===== src/rtl/channel_pkg.sv =====
// Shared types and default widths for the channel read/write path.
package channel_pkg;

    localparam int CH_ADDR_W = 64;
    localparam int CH_CNT_W  = 32;

    // One job: read `count` blocks starting at `addr`, `stride` bytes apart.
    typedef struct packed {
        logic [CH_ADDR_W-1:0] addr;
        logic [CH_CNT_W-1:0]  count;
        logic [CH_CNT_W-1:0]  stride;
    } job_desc_t;

    typedef enum logic [1:0] {
        IDLE  = 2'd0,
        ISSUE = 2'd1,
        DRAIN = 2'd2
    } gen_state_t;

endpackage


===== src/rtl/channel_cmd_gen_if.sv =====
// Job, command and status signals of the channel command generator.
interface channel_cmd_gen_if
    import channel_pkg::*;
#(
    parameter int ADDR_W = CH_ADDR_W,
    parameter int CNT_W  = CH_CNT_W
);
    logic              io_job_valid;
    logic              io_job_ready;
    logic [ADDR_W-1:0] io_job_bits_addr;
    logic [CNT_W-1:0]  io_job_bits_count;
    logic [CNT_W-1:0]  io_job_bits_stride;
    logic              io_cmd_out_valid;
    logic              io_cmd_out_ready;
    logic [ADDR_W-1:0] io_cmd_out_bits_addr;
    logic              io_blk_done;
    logic              io_busy;
    logic [CNT_W-1:0]  io_issued_cnt;
    logic              io_err_overrun;

    // The side that submits jobs, consumes commands and reports completions.
    modport master (
        output io_job_valid, io_job_bits_addr, io_job_bits_count, io_job_bits_stride,
        input  io_job_ready,
        input  io_cmd_out_valid, io_cmd_out_bits_addr,
        output io_cmd_out_ready,
        output io_blk_done,
        input  io_busy, io_issued_cnt, io_err_overrun
    );

    // The generator itself.
    modport slave (
        input  io_job_valid, io_job_bits_addr, io_job_bits_count, io_job_bits_stride,
        output io_job_ready,
        output io_cmd_out_valid, io_cmd_out_bits_addr,
        input  io_cmd_out_ready,
        input  io_blk_done,
        output io_busy, io_issued_cnt, io_err_overrun
    );
endinterface


===== src/rtl/credit_counter.sv =====
// Saturating up/down credit counter with a sticky overrun flag.
// Starts full; a completion arriving while already full is flagged, not counted.
module credit_counter #(
    parameter  int MAX = 8,
    localparam int W   = $clog2(MAX + 1)
) (
    input  logic         clock,
    input  logic         reset,
    input  logic         en_i,
    input  logic         inc_i,
    input  logic         dec_i,
    output logic [W-1:0] count_o,
    output logic [W-1:0] count_d_o,
    output logic         overrun_o
);
    localparam logic [W-1:0] FULL = W'(MAX);

    logic [W-1:0] count_q, count_d;
    logic         overrun_q, overrun_d;

    // Next credit value: simultaneous return and spend cancel out.
    always_comb begin
        count_d   = count_q;
        overrun_d = overrun_q;
        if (en_i) begin
            if (inc_i && !dec_i) begin
                if (count_q == FULL) begin
                    overrun_d = 1'b1;
                end else begin
                    count_d = count_q + W'(1);
                end
            end else if (dec_i && !inc_i && count_q != '0) begin
                count_d = count_q - W'(1);
            end
        end
    end

    // Credit and overrun registers; reset refills all credits.
    always_ff @(posedge clock or negedge reset) begin
        if (!reset) begin
            count_q   <= FULL;
            overrun_q <= 1'b0;
        end else begin
            count_q   <= count_d;
            overrun_q <= overrun_d;
        end
    end

    assign count_o   = count_q;
    assign count_d_o = count_d;
    assign overrun_o = overrun_q;
endmodule


===== src/rtl/channel_cmd_gen.sv =====
// Expands a job descriptor into per-block read addresses, throttled by
// completion credits so no more than MAX_OUTSTANDING blocks are in flight.
module channel_cmd_gen
    import channel_pkg::*;
#(
    parameter int ADDR_W          = CH_ADDR_W,
    parameter int CNT_W           = CH_CNT_W,
    parameter int MAX_OUTSTANDING = 8
) (
    input  logic              clock,
    input  logic              reset,
    channel_cmd_gen_if.slave  bus
);
    localparam int              CRED_W   = $clog2(MAX_OUTSTANDING + 1);
    localparam logic [CRED_W-1:0] CRED_MAX = CRED_W'(MAX_OUTSTANDING);

    gen_state_t        state_q;
    logic [ADDR_W-1:0] addr_q;
    logic [ADDR_W-1:0] stride_q;
    logic [CNT_W-1:0]  remaining_q;
    logic [CNT_W-1:0]  issued_q;
    logic              valid_q;
    logic              job_ready_q;
    logic              busy_q;
    logic [CRED_W-1:0] credits_q;
    logic [CRED_W-1:0] credits_d;
    logic              overrun_q;
    logic              cmd_hs;
    logic              job_hs;
    logic              credit_en;

    assign cmd_hs    = valid_q && bus.io_cmd_out_ready;
    assign job_hs    = bus.io_job_valid && job_ready_q;
    assign credit_en = (state_q != IDLE);

    credit_counter #(.MAX(MAX_OUTSTANDING)) u_credit (
        .clock     (clock),
        .reset     (reset),
        .en_i      (credit_en),
        .inc_i     (bus.io_blk_done),
        .dec_i     (cmd_hs),
        .count_o   (credits_q),
        .count_d_o (credits_d),
        .overrun_o (overrun_q)
    );

    // Job FSM with registered outputs; valid is recomputed from next-cycle credits
    // so it can only fall after a handshake has consumed the last credit.
    always_ff @(posedge clock or negedge reset) begin
        if (!reset) begin
            state_q     <= IDLE;
            addr_q      <= '0;
            stride_q    <= '0;
            remaining_q <= '0;
            issued_q    <= '0;
            valid_q     <= 1'b0;
            job_ready_q <= 1'b1;
            busy_q      <= 1'b0;
        end else begin
            case (state_q)
                IDLE: begin
                    if (job_hs) begin
                        issued_q <= '0;
                        if (bus.io_job_bits_count != '0) begin
                            addr_q      <= bus.io_job_bits_addr;
                            stride_q    <= ADDR_W'(bus.io_job_bits_stride);
                            remaining_q <= bus.io_job_bits_count;
                            valid_q     <= 1'b1;
                            job_ready_q <= 1'b0;
                            busy_q      <= 1'b1;
                            state_q     <= ISSUE;
                        end
                    end
                end
                ISSUE: begin
                    if (cmd_hs) begin
                        addr_q      <= addr_q + stride_q;
                        remaining_q <= remaining_q - CNT_W'(1);
                        issued_q    <= issued_q + CNT_W'(1);
                        if (remaining_q == CNT_W'(1)) begin
                            valid_q <= 1'b0;
                            state_q <= DRAIN;
                        end else begin
                            valid_q <= (credits_d != '0);
                        end
                    end else begin
                        valid_q <= (credits_d != '0);
                    end
                end
                DRAIN: begin
                    if (credits_d == CRED_MAX) begin
                        job_ready_q <= 1'b1;
                        busy_q      <= 1'b0;
                        state_q     <= IDLE;
                    end
                end
                default: begin
                    state_q <= IDLE;
                end
            endcase
        end
    end

    assign bus.io_job_ready         = job_ready_q;
    assign bus.io_cmd_out_valid     = valid_q;
    assign bus.io_cmd_out_bits_addr = addr_q;
    assign bus.io_busy              = busy_q;
    assign bus.io_issued_cnt        = issued_q;
    assign bus.io_err_overrun       = overrun_q;
endmodule


===== src/flat_wrapper.sv =====
// flat-port wrapper written by rule: the top's interface ports become plain ports
module channel_cmd_gen_flat import channel_pkg::*;
#(
    parameter int ADDR_W          = CH_ADDR_W,
    parameter int CNT_W           = CH_CNT_W,
    parameter int MAX_OUTSTANDING = 8
)
  (clock, reset, bus_io_job_valid, bus_io_job_bits_addr, bus_io_job_bits_count, bus_io_job_bits_stride, bus_io_job_ready, bus_io_cmd_out_valid, bus_io_cmd_out_bits_addr, bus_io_cmd_out_ready, bus_io_blk_done, bus_io_busy, bus_io_issued_cnt, bus_io_err_overrun);
  channel_cmd_gen_if #(.ADDR_W(ADDR_W), .CNT_W(CNT_W)) bus_i ();
  input  logic clock;
  input  logic reset;
  input wire logic [$bits(bus_i.io_job_valid)-1:0] bus_io_job_valid;
  input wire logic [$bits(bus_i.io_job_bits_addr)-1:0] bus_io_job_bits_addr;
  input wire logic [$bits(bus_i.io_job_bits_count)-1:0] bus_io_job_bits_count;
  input wire logic [$bits(bus_i.io_job_bits_stride)-1:0] bus_io_job_bits_stride;
  output wire logic [$bits(bus_i.io_job_ready)-1:0] bus_io_job_ready;
  output wire logic [$bits(bus_i.io_cmd_out_valid)-1:0] bus_io_cmd_out_valid;
  output wire logic [$bits(bus_i.io_cmd_out_bits_addr)-1:0] bus_io_cmd_out_bits_addr;
  input wire logic [$bits(bus_i.io_cmd_out_ready)-1:0] bus_io_cmd_out_ready;
  input wire logic [$bits(bus_i.io_blk_done)-1:0] bus_io_blk_done;
  output wire logic [$bits(bus_i.io_busy)-1:0] bus_io_busy;
  output wire logic [$bits(bus_i.io_issued_cnt)-1:0] bus_io_issued_cnt;
  output wire logic [$bits(bus_i.io_err_overrun)-1:0] bus_io_err_overrun;
  assign bus_i.io_job_valid = bus_io_job_valid;
  assign bus_i.io_job_bits_addr = bus_io_job_bits_addr;
  assign bus_i.io_job_bits_count = bus_io_job_bits_count;
  assign bus_i.io_job_bits_stride = bus_io_job_bits_stride;
  assign bus_io_job_ready = bus_i.io_job_ready;
  assign bus_io_cmd_out_valid = bus_i.io_cmd_out_valid;
  assign bus_io_cmd_out_bits_addr = bus_i.io_cmd_out_bits_addr;
  assign bus_i.io_cmd_out_ready = bus_io_cmd_out_ready;
  assign bus_i.io_blk_done = bus_io_blk_done;
  assign bus_io_busy = bus_i.io_busy;
  assign bus_io_issued_cnt = bus_i.io_issued_cnt;
  assign bus_io_err_overrun = bus_i.io_err_overrun;
  channel_cmd_gen #(.ADDR_W(ADDR_W), .CNT_W(CNT_W), .MAX_OUTSTANDING(MAX_OUTSTANDING)) u_core (.clock(clock), .reset(reset), .bus(bus_i));
endmodule

===== config.mk =====
export PLATFORM = sky130hd
export DESIGN_NAME = channel_cmd_gen_flat
export DESIGN_NICKNAME = d
export VERILOG_FILES = /design/src/rtl/channel_pkg.sv /design/src/rtl/channel_cmd_gen_if.sv /design/src/rtl/credit_counter.sv /design/src/rtl/channel_cmd_gen.sv /design/src/flat_wrapper.sv
export SDC_FILE = /design/constraint.sdc
export NUM_CORES = 1
export LEC_CHECK = 0
export CELL_PAD_IN_SITES_DETAIL_PLACEMENT = 0
export CELL_PAD_IN_SITES_GLOBAL_PLACEMENT = 1
export CORE_MARGIN = 5
export CORE_UTILIZATION = 39
export CTS_BUF_LIST = sky130_fd_sc_hd__clkbuf_8
export CTS_CLUSTER_SIZE = 24
export DETAILED_ROUTE_END_ITERATION = 7
export PLACE_DENSITY = 0.88
export SLEW_MARGIN = 20
export SYNTH_ARGS = -nofsm -noshare
export SYNTH_HDL_FRONTEND = slang
export SYNTH_SLANG_ARGS = --single-unit

===== constraint.sdc =====
create_clock -name clock -period 3.33 [get_ports clock]
set_clock_uncertainty 0.05 [all_clocks]
set_input_delay 0.666 -clock clock [delete_from_list [all_inputs] [get_ports clock]]
set_output_delay 0.666 -clock clock [all_outputs]
set_load 0.02 [all_outputs]

Yosys cells after proc, flatten, opt, wreduce, memory -nomap -nowiden

Cells that the tools add are included.

Flip-flop bits (word level): 170
Output and inout bits: 100
Logic and storage cells: 78
Input port bits: 133

Add/subtract/negate cells: 5
Equal/unequal tests: 10
Mux-type cells: 32
Reductions and logical operators: 21

Operator list:

| cell                  | count |
|---|---|
| $mux 64               | 3 |
| $mux 32               | 5 |
| $pmux 32 s2           | 2 |
| $pmux 64 s2           | 1 |
| $add 64x32->64        | 1 |
| $add 32x1->32 const B | 1 |
| $eq 32x1->1 const B   | 1 |
| $reduce_bool 32->1    | 1 |
| $sub 32x1->32 const B | 1 |
| $mux 4                | 4 |
| $reduce_and 3->1      | 4 |
| $mux 2                | 5 |
| $eq 4x4->1 const B    | 2 |
| $mux 1                | 8 |
| $ne 2x1->1 const B    | 4 |
| $reduce_and 4->1      | 2 |
| $reduce_bool 4->1     | 2 |
| $pmux 1 s2            | 3 |
| $pmux 2 s3            | 1 |
| $reduce_bool 2->1     | 3 |
| $logic_and 1x1->1     | 5 |
| $reduce_and 5->1      | 1 |
| $add 4x1->4 const B   | 1 |
| $sub 4x1->4 const B   | 1 |
| 5 further kinds       | 6 |

Longest topological paths before layout

Depth in word-level cells: 10
Depth in mapped cells: 11

By module

From an unflattened synthesis, not the netlist that was laid out.

Cell total of the unflattened synthesis: 1262
Area, all modules: 10811.6 um2

Modules (own cells, without submodules):

| module          | area each (um2) | cells an instance | instances |
|---|---|---|---|
| channel_cmd_gen | 10461.3         | 1227              | 1 |
| credit_counter  | 350.3           | 35                | 1 |

Worst setup path before layout

Ideal clock, no wire load.

Path type: register to register
Start point: register u_core.addr_q[0], in the netlist u_core.bus.io_cmd_out_bits_addr[0]
End point: register u_core.addr_q[24], in the netlist u_core.bus.io_cmd_out_bits_addr[24]
Stages on the path, launching flop included: 11
Setup time: 0.069 ns
Path buffers: 0
Required time: 3.211 ns
Clock period less this slack: 2.950 ns
Data arrival time: 2.831 ns
Slack: 0.380 ns
Cells stage by stage: dfrtp_1 -> ha_1 -> fa_1 -> a211oi_2 -> o21ai_1 -> a41oi_1 -> o21ai_1 -> a21oi_1 -> nor3_1 -> or4_1 -> nand3_1

Word-level cells in the longest chain between the ends: 3

Ends and longest elaborated chain:

| item                   | RTL line              | source |
|---|---|---|
| start, declared        | channel_cmd_gen.sv:18 | `logic [ADDR_W-1:0] addr_q;` |
| start signal, assigned | channel_cmd_gen.sv:65 | `addr_q <= bus.io_job_bits_addr;` |
| start signal, assigned | channel_cmd_gen.sv:77 | `addr_q <= addr_q + stride_q;` |
| $add 64x32->64         | channel_cmd_gen.sv:77 |  |
| $mux 64                | channel_cmd_gen.sv:76 | `if (cmd_hs) begin` |
| $pmux 64 s2            | channel_cmd_gen.sv:60 | `case (state_q)` |

Every way passes these cells. The select of a mux whose other input is x is not followed.
A chain may end at the register's enable or synchronous reset.

Worst setup path after layout

Same ends and word-level chain as after synthesis.

==> results.py <==
metrics = {
    "status": {
        "run_status": "finished, final reports clean",
    },
    "floorplan": {
        "die_y_um": 177,
        "io_pins": 233,
        "core.rowCount": 61,
        "start_util": 0.395,
        "fp.dieW_um": 177,
        "core_area_um2": 27700,
        "fp.dieArea_um2": 31500,
    },
    "power": {
        "power_density_nw_per_um2": 273,
        "p_total_mw": 3.87,
        "ir_drop_uv": 203,
        "leakagePower_nw": 6.23,
    },
    "clocking": {
        "htree_levels": 4,
        "cts_tree": "built",
        "clock-sinks": 170,
        "postCtsSetupRepairBufs": 0,
        "cts_buffer_depth": 2,
        "hold_buffers": 0,
        "insertion_delay_ns": 0.48,
        "cts_resized": 0,
        "cts-root-buf": "clkbuf_8",
        "cts.clk_slew.worst_paths_ns": 0.12,
        "numCtsBuffers": 17,
    },
    "finish": {
        "drive_gt1_frac": 0.0782,
        "mostFrequentLayoutCells": "231 x clkdlybuf4s50_1, 221 x nand2_1, 168 x dfrtp_1, 134 x nor2_1, 115 x a21oi_1",
        "area_growth_pct": 29.6,
        "mostFrequentLayoutCell": "clkdlybuf4s50_1",
        "fin_util": 0.512,
        "nNetsFinal": 1705,
    },
    "min_path": {
        "hp-class": "primary input to asynchronous set/reset pin",
    },
    "drt": {
        "drtPass1Iterations": 5,
        "met2_length_mm": 16.4,
        "via_per_inst": 5.58,
        "wl_met3_mm": 2.32,
        "vias": 10756,
        "wl_met1_mm": 16.4,
        "wire_per_inst_um": 18.7,
        "drc": 0,
        "routed_wl_mm": 36.0,
        "highest_layer": "met5",
        "drt-initial-drc-count": 939,
        "ant_nets": 0,
    },
    "synth": {
        "syn_avg_cell_area_um2": 8.28,
        "yosys.cell_types.count": 94,
        "synth_edf_count": 0,
        "async_flop_share": 1.00,
        "yosysSeqAreaShare": 0.389,
        "synth_area_um2": 10900,
        "ys_warn_count": 0,
        "syn_inst": 1321,
        "ys_ff_latch": 170,
        "syn_nets": 1492,
        "synth-main-ff-cell": "dfrtp_1",
    },
    "worst_setup_path": {
        "ff2ff_setup_slack_ns": 0.17,
        "reg2reg_from": "u_core.bus.io_cmd_out_bits_addr[0]",
        "arrival_ns": 3.51,
        "cp_max_fo": 4,
        "r2r_cells": 10,
        "worstSetupEndpointType": "register",
        "crit_type": "register to register",
        "crit_required_ns": 3.69,
        "r2r_end": "u_core.bus.io_cmd_out_bits_addr[24]",
        "critPathLaunchType": "register",
    },
    "sta": {
        "rsz0062_at_grt": "false",
        "period_needed_ns": 3.16,
        "post-route-period-util": 0.948,
        "fmax_mhz": 317,
        "maxSlewViolCount": 0,
        "hold_viol": 0,
        "max_slew_margin": 0.550,
        "setup_viol": 0,
        "worst_slew_pin_slew_ns": 0.674,
        "fin_tns_setup_ns": 0,
    },
    "placement": {
        "port_buffers": 232,
        "place_congestion": 0.888,
        "hpwlAfterDp_mm": 27.0,
    },
    "global_route": {
        "grt_pass1_wl_mm": 57.0,
        "grt_max_degree": 69,
        "grt_pass1_vias": 10592,
        "track_usage": 0.225,
        "antenna_found_initial": 7,
        "grt-ovfl-total": 0,
    },
    "run": {
        "maxCapViolations": 0,
    },
}
[per-layer routing]
layer / vias to the layer above / track usage
li1: 5185 / -
met1: 5175 / 0.314
met2: 327 / 0.352
met3: 61 / 0.0479
met4: 8 / 0.0657
met5: - / 0
[flip-flops by register name (all words and copies together), names as in the netlist]
name / flops
u_core.bus.io_busy: 1
u_core.bus.io_issued_cnt: 32
u_core.u_credit.overrun_o: 1
u_core.bus.io_job_ready: 1
u_core.stride_q: 32
u_core.remaining_q: 32
u_core.bus.io_cmd_out_valid: 1
u_core.bus.io_cmd_out_bits_addr: 64
u_core.state_q: 2
u_core.u_credit.count_o: 4
[logic make-up (layout without fill, tap and decap cells)]
logic type | count (synthesis) | after routing | share of synthesized area
other | 0 | 2 | 0
muxes | 7 | 7 | 0.00652
adders and majority gates | 38 | 38 | 0.0441
and+or+nand+nor | 591 | 591 | 0.259
DFF | 170 | 170 | 0.389
AOI/OAI and AO/OA | 362 | 362 | 0.216
xor gates and xnor gates | 53 | 53 | 0.0424
buffers and inverters | 100 | 326 | 0.0432
[metrics by stage]
step / setup WS, ns / std cells / hold WS (ns) / cell area [um2]
floorplan: 0.380 / 1321 / 0.320 / 10900
global placement: 0.00342 / 1893 / 0.408 / 13800
detailed placement: 0.0257 / 1893 / 0.413 / 13800
CTS: 0.200 / 1925 / 0.0599 / 14200
global route: 0.00220 / 1927 / 0.0650 / 14200
finish: 0.173 / 1927 / 0.0611 / 14200
[cells in the mapped netlist, types with 12 or more instances]
library cell	instances	area, um2
a211oi_1	12	90.1
a21o_1	15	113
a21oi_1	116	581
a22oi_1	15	113
a31oi_1	20	125
and3_1	27	169
buf_2	13	65.1
clkbuf_1	50	188
dfrtp_1	168	4200
ha_1	37	463
inv_1	24	90.1
nand2_1	221	830
nand3_1	56	280
nand4_1	23	144
nor2_1	135	507
nor3_1	32	160
nor4_1	18	113
o21ai_0	84	420
o22ai_1	16	100
or3_1	18	113
xnor2_1	22	193
xor2_1	31	272
[power by group]
group          total (mW)  switching (mW)  leakage [nW]  internal [mW]
logic               0.258          0.0985          3.71          0.160
clock network        1.54           0.969         0.199          0.574
registers            2.06        0.000490          2.32           2.06
[worst max path at each step]
stage | from | depth (start not counted) | slack, ns | to
after global placement | bus_io_job_bits_count[3] | 10 | 0.003 | u_core.bus.io_cmd_out_bits_addr[34]
after CTS | u_core.bus.io_cmd_out_bits_addr[0] | 10 | 0.20 | u_core.bus.io_cmd_out_bits_addr[24]
after global routing | u_core.bus.io_cmd_out_bits_addr[0] | 10 | 0.002 | u_core.bus.io_cmd_out_bits_addr[24]
final | u_core.bus.io_cmd_out_bits_addr[0] | 10 | 0.17 | u_core.bus.io_cmd_out_bits_addr[24]
after floorplan | u_core.bus.io_cmd_out_bits_addr[0] | 10 | 0.38 | u_core.bus.io_cmd_out_bits_addr[24]
after detailed placement | bus_io_job_bits_count[3] | 10 | 0.03 | u_core.bus.io_cmd_out_bits_addr[34]
[critical path: stages (launching register included)]
cell	delay, ns
dfrtp_1	0.42
ha_1	0.24
fa_1	0.44
a211oi_2	0.27
o21ai_1	0.20
a41oi_1	0.33
o21ai_1	0.19
a21oi_1	0.27
nor3_1	0.12
or4_1	0.47
nand3_1	0.09
[layout make-up]
| class | instances | area [um2] |
|---|---|---|
| antenna | 2 | 5.00 |
| clock inverter | 15 | 174 |
| tap | 378 | 473 |
| multi-input combinational | 1051 | 6250 |
| timing repair buffer | 270 | 2700 |
| clock buffer | 17 | 234 |
| inverter | 24 | 90.1 |
| fill | 2670 | 13500 |
| sequential | 170 | 4260 |
Note: power is estimated with default switching activity, not from simulation.
